==> src/rtl/accel_pkg.sv <==
// Shared types and constants for the Accelerant mesh PE programming path.
// Latency: n/a (declarations only).
// Backpressure: n/a.
package accel_pkg;

    localparam int PE_INSTR_W = 4;
    localparam int PE_DATA_W  = 32;

    // Programming-session sequencer states.
    typedef enum logic [1:0] {
        IDLE  = 2'd0,
        CLEAR = 2'd1,
        LOAD  = 2'd2,
        DONE  = 2'd3
    } cfg_state_e;

    // PE functional-unit select opcodes.
    localparam logic [PE_INSTR_W-1:0] FADD    = 4'b0000;
    localparam logic [PE_INSTR_W-1:0] FMUL    = 4'b0001;
    localparam logic [PE_INSTR_W-1:0] FMA     = 4'b0011;
    localparam logic [PE_INSTR_W-1:0] SYS_FMA = 4'b1010;

endpackage

==> src/rtl/pe_id_decoder.sv <==
// PE index to one-hot select, flagging indices beyond the populated mesh.
// Latency: combinational, zero cycles.
// Backpressure: none; pure function of the index.
module pe_id_decoder #(
    parameter int NUM_PE = 16,
    parameter int ID_W   = $clog2(NUM_PE)
) (
    input  logic [ID_W:0]      id_i,
    output logic [NUM_PE-1:0]  onehot_o,
    output logic               oor_o
);

    localparam logic [ID_W:0] NUM_PE_ID = (ID_W+1)'(NUM_PE);

    // Out-of-range IDs produce an all-zero select so nothing downstream fires.
    always_comb begin
        onehot_o = '0;
        oor_o    = (id_i >= NUM_PE_ID);
        for (int i = 0; i < NUM_PE; i++) begin
            if (id_i == (ID_W+1)'(i)) begin
                onehot_o[i] = 1'b1;
            end
        end
    end

endmodule

==> src/rtl/pe_config_loader.sv <==
// Programming-phase master: clears all PEs, then streams per-PE instruction/data loads.
// Latency: pe_load/pe_data appear one cycle after the accepting handshake.
// Backpressure: cfg_ready high only in LOAD; one record per cycle sustained there.
module pe_config_loader
    import accel_pkg::*;
#(
    parameter int NUM_PE     = 16,
    parameter int CLR_CYCLES = 2,
    parameter int ID_W       = $clog2(NUM_PE)
) (
    input  logic                                   clk,
    input  logic                                   reset_n,
    input  logic                                   start,
    input  logic                                   abort,
    input  logic                                   cfg_valid,
    output logic                                   cfg_ready,
    input  logic [ID_W:0]                          cfg_pe_id,
    input  logic [PE_INSTR_W-1:0]                  cfg_instr,
    input  logic [PE_DATA_W-1:0]                   cfg_data,
    input  logic                                   cfg_last,
    output logic                                   pe_reset,
    output logic [NUM_PE-1:0]                      pe_load,
    output logic [PE_DATA_W-1:0]                   pe_data,
    output logic [NUM_PE-1:0][PE_INSTR_W-1:0]      pe_instruction,
    output logic                                   busy,
    output logic                                   done,
    output logic                                   incomplete,
    output logic                                   id_error
);

    localparam int CNT_W = (CLR_CYCLES > 1) ? $clog2(CLR_CYCLES) : 1;
    localparam logic [CNT_W-1:0] CNT_INIT = CNT_W'(CLR_CYCLES - 1);

    cfg_state_e                            state_q, state_d;
    logic [CNT_W-1:0]                      clr_cnt_q, clr_cnt_d;
    logic [NUM_PE-1:0]                     mask_q, mask_d;
    logic [NUM_PE-1:0]                     load_q, load_d;
    logic [PE_DATA_W-1:0]                  data_q, data_d;
    logic [NUM_PE-1:0][PE_INSTR_W-1:0]     instr_q, instr_d;
    logic                                  id_error_q, id_error_d;
    logic                                  incomplete_q, incomplete_d;

    logic                                  session_clr;
    logic                                  hs;
    logic [NUM_PE-1:0]                     id_onehot;
    logic                                  id_oor;

    pe_id_decoder #(
        .NUM_PE (NUM_PE),
        .ID_W   (ID_W)
    ) u_id_dec (
        .id_i     (cfg_pe_id),
        .onehot_o (id_onehot),
        .oor_o    (id_oor)
    );

    // A record counts only if accepted outside an abort cycle.
    assign hs = cfg_valid & cfg_ready & ~abort;

    // Session sequencer: next state plus the state-decoded handshake/status outputs.
    always_comb begin
        state_d     = state_q;
        clr_cnt_d   = clr_cnt_q;
        session_clr = 1'b0;
        cfg_ready   = 1'b0;
        busy        = 1'b0;
        pe_reset    = 1'b0;
        done        = 1'b0;
        case (state_q)
            IDLE: begin
                if (start && !abort) begin
                    state_d     = CLEAR;
                    clr_cnt_d   = CNT_INIT;
                    session_clr = 1'b1;
                end
            end
            CLEAR: begin
                pe_reset = 1'b1;
                busy     = 1'b1;
                if (abort) begin
                    state_d = IDLE;
                end else if (clr_cnt_q == '0) begin
                    state_d = LOAD;
                end else begin
                    clr_cnt_d = clr_cnt_q - 1'b1;
                end
            end
            LOAD: begin
                cfg_ready = 1'b1;
                busy      = 1'b1;
                if (abort) begin
                    state_d = IDLE;
                end else if (cfg_valid && cfg_last) begin
                    state_d = DONE;
                end
            end
            DONE: begin
                busy    = 1'b1;
                done    = ~abort;
                state_d = IDLE;
            end
            default: begin
                state_d = IDLE;
            end
        endcase
    end

    // Load datapath: strobe, broadcast data, held instructions and session flags.
    always_comb begin
        load_d       = '0;
        data_d       = data_q;
        instr_d      = instr_q;
        mask_d       = mask_q;
        id_error_d   = id_error_q;
        incomplete_d = incomplete_q;
        if (session_clr) begin
            mask_d       = '0;
            instr_d      = '0;
            id_error_d   = 1'b0;
            incomplete_d = 1'b0;
        end
        if (hs) begin
            if (id_oor) begin
                id_error_d = 1'b1;
            end else begin
                load_d = id_onehot;
                data_d = cfg_data;
                mask_d = mask_q | id_onehot;
                for (int i = 0; i < NUM_PE; i++) begin
                    if (id_onehot[i]) begin
                        instr_d[i] = cfg_instr;
                    end
                end
            end
        end
        if (done) begin
            incomplete_d = incomplete_q | ~(&mask_q);
        end
    end

    // State and datapath registers; reset returns everything to the idle, cleared state.
    always_ff @(posedge clk or negedge reset_n) begin
        if (!reset_n) begin
            state_q      <= IDLE;
            clr_cnt_q    <= '0;
            mask_q       <= '0;
            load_q       <= '0;
            data_q       <= '0;
            instr_q      <= '0;
            id_error_q   <= 1'b0;
            incomplete_q <= 1'b0;
        end else begin
            state_q      <= state_d;
            clr_cnt_q    <= clr_cnt_d;
            mask_q       <= mask_d;
            load_q       <= load_d;
            data_q       <= data_d;
            instr_q      <= instr_d;
            id_error_q   <= id_error_d;
            incomplete_q <= incomplete_d;
        end
    end

    assign pe_load        = load_q;
    assign pe_data        = data_q;
    assign pe_instruction = instr_q;
    assign id_error       = id_error_q;
    // Visible in the done cycle itself, then sticky until the next session.
    assign incomplete     = incomplete_q | (done & ~(&mask_q));

endmodule

==> config.mk <==
export PLATFORM = sky130hd
export DESIGN_NAME = pe_config_loader
export DESIGN_NICKNAME = d
export VERILOG_FILES = /design/src/rtl/accel_pkg.sv /design/src/rtl/pe_id_decoder.sv /design/src/rtl/pe_config_loader.sv
export SDC_FILE = /design/constraint.sdc
export NUM_CORES = 1
export LEC_CHECK = 0
export ABC_AREA = 0
export BUFFER_PORTS_ARGS = -buffer_cell sky130_fd_sc_hd__buf_2
export CAP_MARGIN = 20
export CORE_AREA = 2 2 101 103
export CTS_CLUSTER_DIAMETER = 100
export DETAILED_ROUTE_END_ITERATION = 6
export DIE_AREA = 0 0 103 105
export GPL_ROUTABILITY_DRIVEN = 0
export GPL_TIMING_DRIVEN = 0
export PLACE_DENSITY = 0.84
export SYNTH_ARGS = -nofsm -noshare
export SYNTH_HDL_FRONTEND = slang
export SYNTH_SLANG_ARGS = --single-unit
==> constraint.sdc <==
create_clock -name clk -period 3.1 [get_ports clk]
set_input_delay 0.93 -clock clk [delete_from_list [all_inputs] [get_ports clk]]
set_output_delay 0.93 -clock clk [all_outputs]
set_load 0.01 [all_outputs]
### Word level (Yosys, flattened, before mapping)

Cells that the tools add are included.

| storage, ports and cells | value |
|---|---|
| register bits | 133 |
| bits of input ports | 47 |
| word-level logic and storage cells | 129 |
| output and inout port bits | 118 |

| cells by class | value |
|---|---|
| $add $sub $neg | 1 |
| magnitude comparators | 1 |
| equality and inequality tests | 22 |
| bitwise logic cells | 9 |
| reduce and logical (&&, ||, !) cells | 12 |
| muxes and demuxes | 61 |

Operator list:

| kind | number |
|---|---|
| $mux 64 | 3 |
| $mux 16 | 5 |
| $mux 4 | 16 |
| $eq 5x4->1 const B | 8 |
| $mux 1 | 30 |
| $eq 5x3->1 const B | 4 |
| $or 16x16->16 | 1 |
| $reduce_and 16->1 | 1 |
| $eq 5x2->1 const B | 2 |
| $mux 2 | 5 |
| $pmux 2 s4 | 1 |
| $ne 3x3->1 const B | 2 |
| $reduce_and 3->1 | 2 |
| $eq 5x1->1 const B | 1 |
| $ge 5x5->1 const B | 1 |
| $logic_not 5->1 | 1 |
| $eq 2x2->1 const B | 2 |
| $ne 2x2->1 const B | 2 |
| $reduce_bool 2->1 | 2 |
| $and 1x1->1 | 3 |
| $not 1->1 | 3 |
| $reduce_or 3->1 | 1 |
| $eq 2x1->1 const B | 1 |
| $logic_and 1x1->1 | 2 |
| other kinds (6) | 7 |

### Logic depth before layout (Yosys ltp)

| depth | value |
|---|---|
| depth after elaboration | 8 |
| mapped depth | 5 |
| gate-level depth less buffers | 3 |

### Cells and area by module

A second synthesis with hierarchy kept.

| unflattened totals | value |
|---|---|
| cell total of the unflattened synthesis | 435 |
| area, all modules | 5,601.6 um2 |

By module, submodules not included:

| module | area each (um2) | times used | cells an instance | seq. area each (um2) |
|---|---|---|---|---|
| pe_config_loader | 5,360.1 | 1 | 404 | 3,328.2 |
| pe_id_decoder | 241.5 | 1 | 31 | 0.0 |

### Worst setup path after synthesis

No wires, ideal clock.

| timing path | value |
|---|---|
| path type | input to output |
| from | input port abort |
| to | output port incomplete |
| required time | 2.170 ns |
| data arrival time | 1.301 ns |
| stages | 3 |
| path slack | 0.869 ns |
| path buffers | 0 |
| path through | inv_1 nand3_1 o21bai_1 |

| between the ends | value |
|---|---|
| longest elaborated chain between the ends | 4 |

Ends and longest elaborated chain:

| element | RTL line | source |
|---|---|---|
| from (decl) | pe_config_loader.sv:14 | `input logic abort,` |
| $not 1->1 | pe_config_loader.sv:99 | `done = ~abort;` |
| $mux 1 | pe_config_loader.sv:69 | `case (state_q)` |
| $and 1x1->1 | pe_config_loader.sv:169 | `assign incomplete = incomplete_q \| (done & ~(&mask_q));` |
| $or 1x1->1 | pe_config_loader.sv:169 |  |
| to (decl) | pe_config_loader.sv:27 | `output logic incomplete,` |

No other way between the ends.

### Worst setup path in the final report

| timing path | value |
|---|---|
| from | register mask_q[0] |
| to | output port incomplete |

| between the ends | value |
|---|---|
| longest elaborated chain between the ends | 4 |

Ends and longest elaborated chain:

| element | RTL line | source |
|---|---|---|
| from (decl) | pe_config_loader.sv:36 | `logic [NUM_PE-1:0] mask_q, mask_d;` |
| from (signal assigned) | pe_config_loader.sv:155 | `mask_q <= mask_d;` |
| $reduce_and 16->1 | pe_config_loader.sv:169 |  |
| $not 1->1 | pe_config_loader.sv:169 |  |
| $and 1x1->1 | pe_config_loader.sv:169 |  |
| $or 1x1->1 | pe_config_loader.sv:169 |  |

No other way between the ends.

==> Implementation_results.wiki <==
{| class="wikitable"
! Metric !! Value
|-
| Overall routed net length || 12,400 um
|-
| Overflow left after global routing || 0
|-
| Worst Path Max Fanout || 2
|-
| Number of instances in the placed design || 714
|-
| Average via count per standard cell || 5.13
|-
| Pwr dens || 640 nW/um2
|-
| Starting density of the core || 0.544
|-
| Final Skew || 0.00437 ns
|-
| Final-report setup violation count || 0
|-
| Syn Area/Cell || approximately 13 um2
|-
| Most area-hungry cell type in the Yosys netlist || dfrtp_1
|-
| Clk Latency, worst-skew pair || 0.51 ns
|-
| Wire length of the first global-routing pass || 19,700 um
|-
| Number of fill cells in the layout || around 730
|-
| Setup fix buffers added after clock tree synthesis || 0
|-
| Arrival time at the worst endpoint || about 1.8 ns
|-
| Setup repair after global routing missed its margin || no
|-
| Number of standard cells after synthesis || 418
|-
| Core Box Area || 9640 um2
|-
| Post-route non-filler standard cell count || around 750
|-
| Post-place instance area || between 6000 and 7000 um2
|-
| Detailed-route DRC error count || 0
|-
| Result of the run || finished, final reports clean
|-
| Critical path cell sequence || nand4_1 -> nor4_1 -> o21bai_1 -> buf_2
|-
| Final Worst Setup Slack || 0.353 ns
|-
| Combined buffer and inverter count along the critical path || 1
|-
| Vias in the first global route || 3,892
|-
| Number of clock sinks || around 130
|-
| Count of inserted antenna diode cells || 0
|-
| Number of antenna violations at the first check in global routing || 0
|-
| Area of all placed cells without fillers || 6870 um2
|-
| Library cells used by synthesis || 34
|-
| Layout overhead on the synthesized area || 30.9%
|-
| Final period util || 0.886
|-
| Number of DRC markers after the initial detailed-route iteration || 112
|-
| CP Class || reg -> out
|-
| Ys Warns || 0
|-
| Synthesized cell area || 5250 um2
|-
| Final count of pins violating max slew || 0
|-
| Largest net degree at the start of global routing || just over 80
|-
| Router iterations before antenna repair || 4
|-
| Worst path required time || between 2 and 2.5 ns
|-
| Root Buffer || clkbuf_8
|-
| Classification of the worst-slack hold path || in -> async
|-
| F_max || 364 MHz
|-
| Hold buffer count at cts || 0
|-
| Width of the die || ~100 um
|-
| Final critical delay including setup and external delays || 2.75 ns
|-
| Critical path endpoint category || output pin
|-
| Max cap viols || 0
|-
| Total nets after synthesis || 465
|-
| Transition at the pin with the smallest max-transition slack || 0.647 ns
|-
| CTS clock-pin slew for the worst setup and hold paths || 0.06 ns
|-
| Largest cells by area after synthesis || dfrtp_1, mux2i_1, mux2_2, nand2_1, buf_2
|-
| Pre-CTS WS || between 0.5 and 0.6 ns
|-
| Number of placed I/O pins || around 170
|-
| Placed wire-length estimate after detailed placement || 8880 um
|-
| Ratio of cells with drive above 1 in the final layout || 0.403
|-
| Floorplan row count || 36
|-
| Vias || 3,828
|-
| Final core utilization || 0.712
|-
| Antenna Violating Nets Remaining || 0
|-
| Number of nets at the end of the flow || 647
|-
| Leakage dissipation || 0.00411 uW
|-
| CP Launch Type || flip-flop
|-
| Total CTS buffers || 17
|-
| IO buf count || 162
|-
| Critical path's top delay family || simple AND/OR/NAND/NOR gates
|-
| Total of flip-flops plus latches after synthesis || 133
|-
| Sequential cell area in the final layout || 3330 um2
|-
| Delay of the slowest cell on the worst path || 0.51 ns
|-
| Share of synthesized area occupied by flip-flops and latches || 0.635
|-
| Count of cells resized by post-cts repair || 0
|-
| Worst slew margin || 0.566
|-
| PnR Total Power || 4390 uW
|-
| Master of the slowest instance on the critical path || nor4_1
|-
| Full die area || between 10,000 and 15,000 um2
|-
| Synth top area share || 0.635
|-
| DR WL/cell || 16.6 um
|-
| VDD IR max || ~0.28 mV
|-
| Vertical die dimension || 105 um
|-
| CTS tree || built
|-
| Area of combinational cells with multiple inputs || between 1500 and 2000 um2
|-
| Overall global routing resource usage || 0.238
|-
| Count of final hold-check violations || 0
|-
| Htree depth || 4
|-
| Clock tree buffer depth || 2
|}
Yosys cell counts:
master	instances
a21o_1	4
a21oi_1	2
a22o_1	1
a2bb2oi_1	1
and2b_1	2
and4bb_2	1
buf_2	14
buf_4	1
clkbuf_1	8
clkbuf_2	1
dfrtp_1	133
inv_1	15
mux2_2	32
mux2i_1	64
nand2_1	92
nand2b_1	3
nand3_1	8
nand3b_1	2
nand4_1	6
nand4b_1	3
nand4bb_1	1
nor2_1	7
nor2b_1	3
nor3_1	2
nor3_2	3
nor3b_1	1
nor4_1	1
nor4_4	1
o21ai_0	1
o21bai_1	1
o41ai_1	1
or2_2	1
or4b_1	1
or4b_2	1
final timing paths:
path / startpoint / to / slack, ns / depth (start not counted)
setup / recovery: mask_q[0] / incomplete / 0.35 / 4
hold / removal: reset_n / pe_data[4] / 0.37 / 1
setup reg to reg: state_q[0] / pe_data[17] / 1.14 / 5
hold reg to reg: mask_q[12] / mask_q[12] / 0.48 / 1
max in group asynchronous: reset_n / mask_q[11] / 1.99 / 2
min in group clk: mask_q[12] / mask_q[12] / 0.48 / 1
per-layer routing:
| metal | global-route usage | wire, um | up-vias | part of all wire |
|---|---|---|---|---|
| li1 | - | - | 1774 | - |
| met1 | 0.300 | 5000 | 1892 | 0.40 |
| met2 | 0.378 | 6070 | 147 | 0.49 |
| met3 | 0.0890 | 1130 | 15 | 0.091 |
| met4 | 0.0789 | 169 | 0 | 0.014 |
| met5 | 0 | 0 | - | 0 |
cell usage in the layout, fill, tap and decap left out, drive strengths merged, types with 4 or more instances in the layout:
cell / n
nand4: 6
clkbuf: 34
buf: 178
mux2: 32
inv: 15
nor3: 5
a21o: 4
nand2: 92
nand3: 8
mux2i: 64
dfrtp: 133
nor2: 7
final cells by class:
class / count / area share
plain buffers: 24 / 0.0164
flip-flops and latches: 133 / 0.485
inverters: 15 / 0.00820
clock buffers: 25 / 0.0720
multi-input cells: 246 / 0.255
repair buffers: 163 / 0.123
well taps: 133 / 0.0242
clock inverters: 7 / 0.0171
per-stage QoR:
step | hold slack (ns) | TNS [ns]
after floorplan | 0.438 | 0
after global placement | 0.452 | -63.80
after detailed placement | 0.460 | 0
after CTS | 0.363 | 0
after global routing | 0.391 | 0
final | 0.365 | 0
kinds of logic after synthesis:
| logic type | synth area share |
|---|---|
| AND/OR/NAND/NOR | 0.127 |
| buffers and inverters | 0.0322 |
| AO/OA/AOI/OAI | 0.0150 |
| multiplexers | 0.191 |
| flip-flops | 0.635 |
state kept, by name (all words and copies together) (netlist names):
signal	flops
state_q	2
mask_q	16
id_error	1
incomplete_q	1
clr_cnt_q	1
pe_instruction	64
pe_data	32
pe_load	16
report_power, final:
| group | switching [uW] | internal (uW) |
|---|---|---|
| clock network | 697 | 1330 |
| logic | 246 | 208 |
| registers | 57.6 | 1850 |
worst register-to-register path: cells and delay by family, from the launching register on:
kind                   cells  cell delay, ns
buffers and inverters      2            0.50
DFF                        1            0.44
muxes                      1            0.37
and+or+nand+nor            2            0.52
Power figures use the tool's default switching activity.
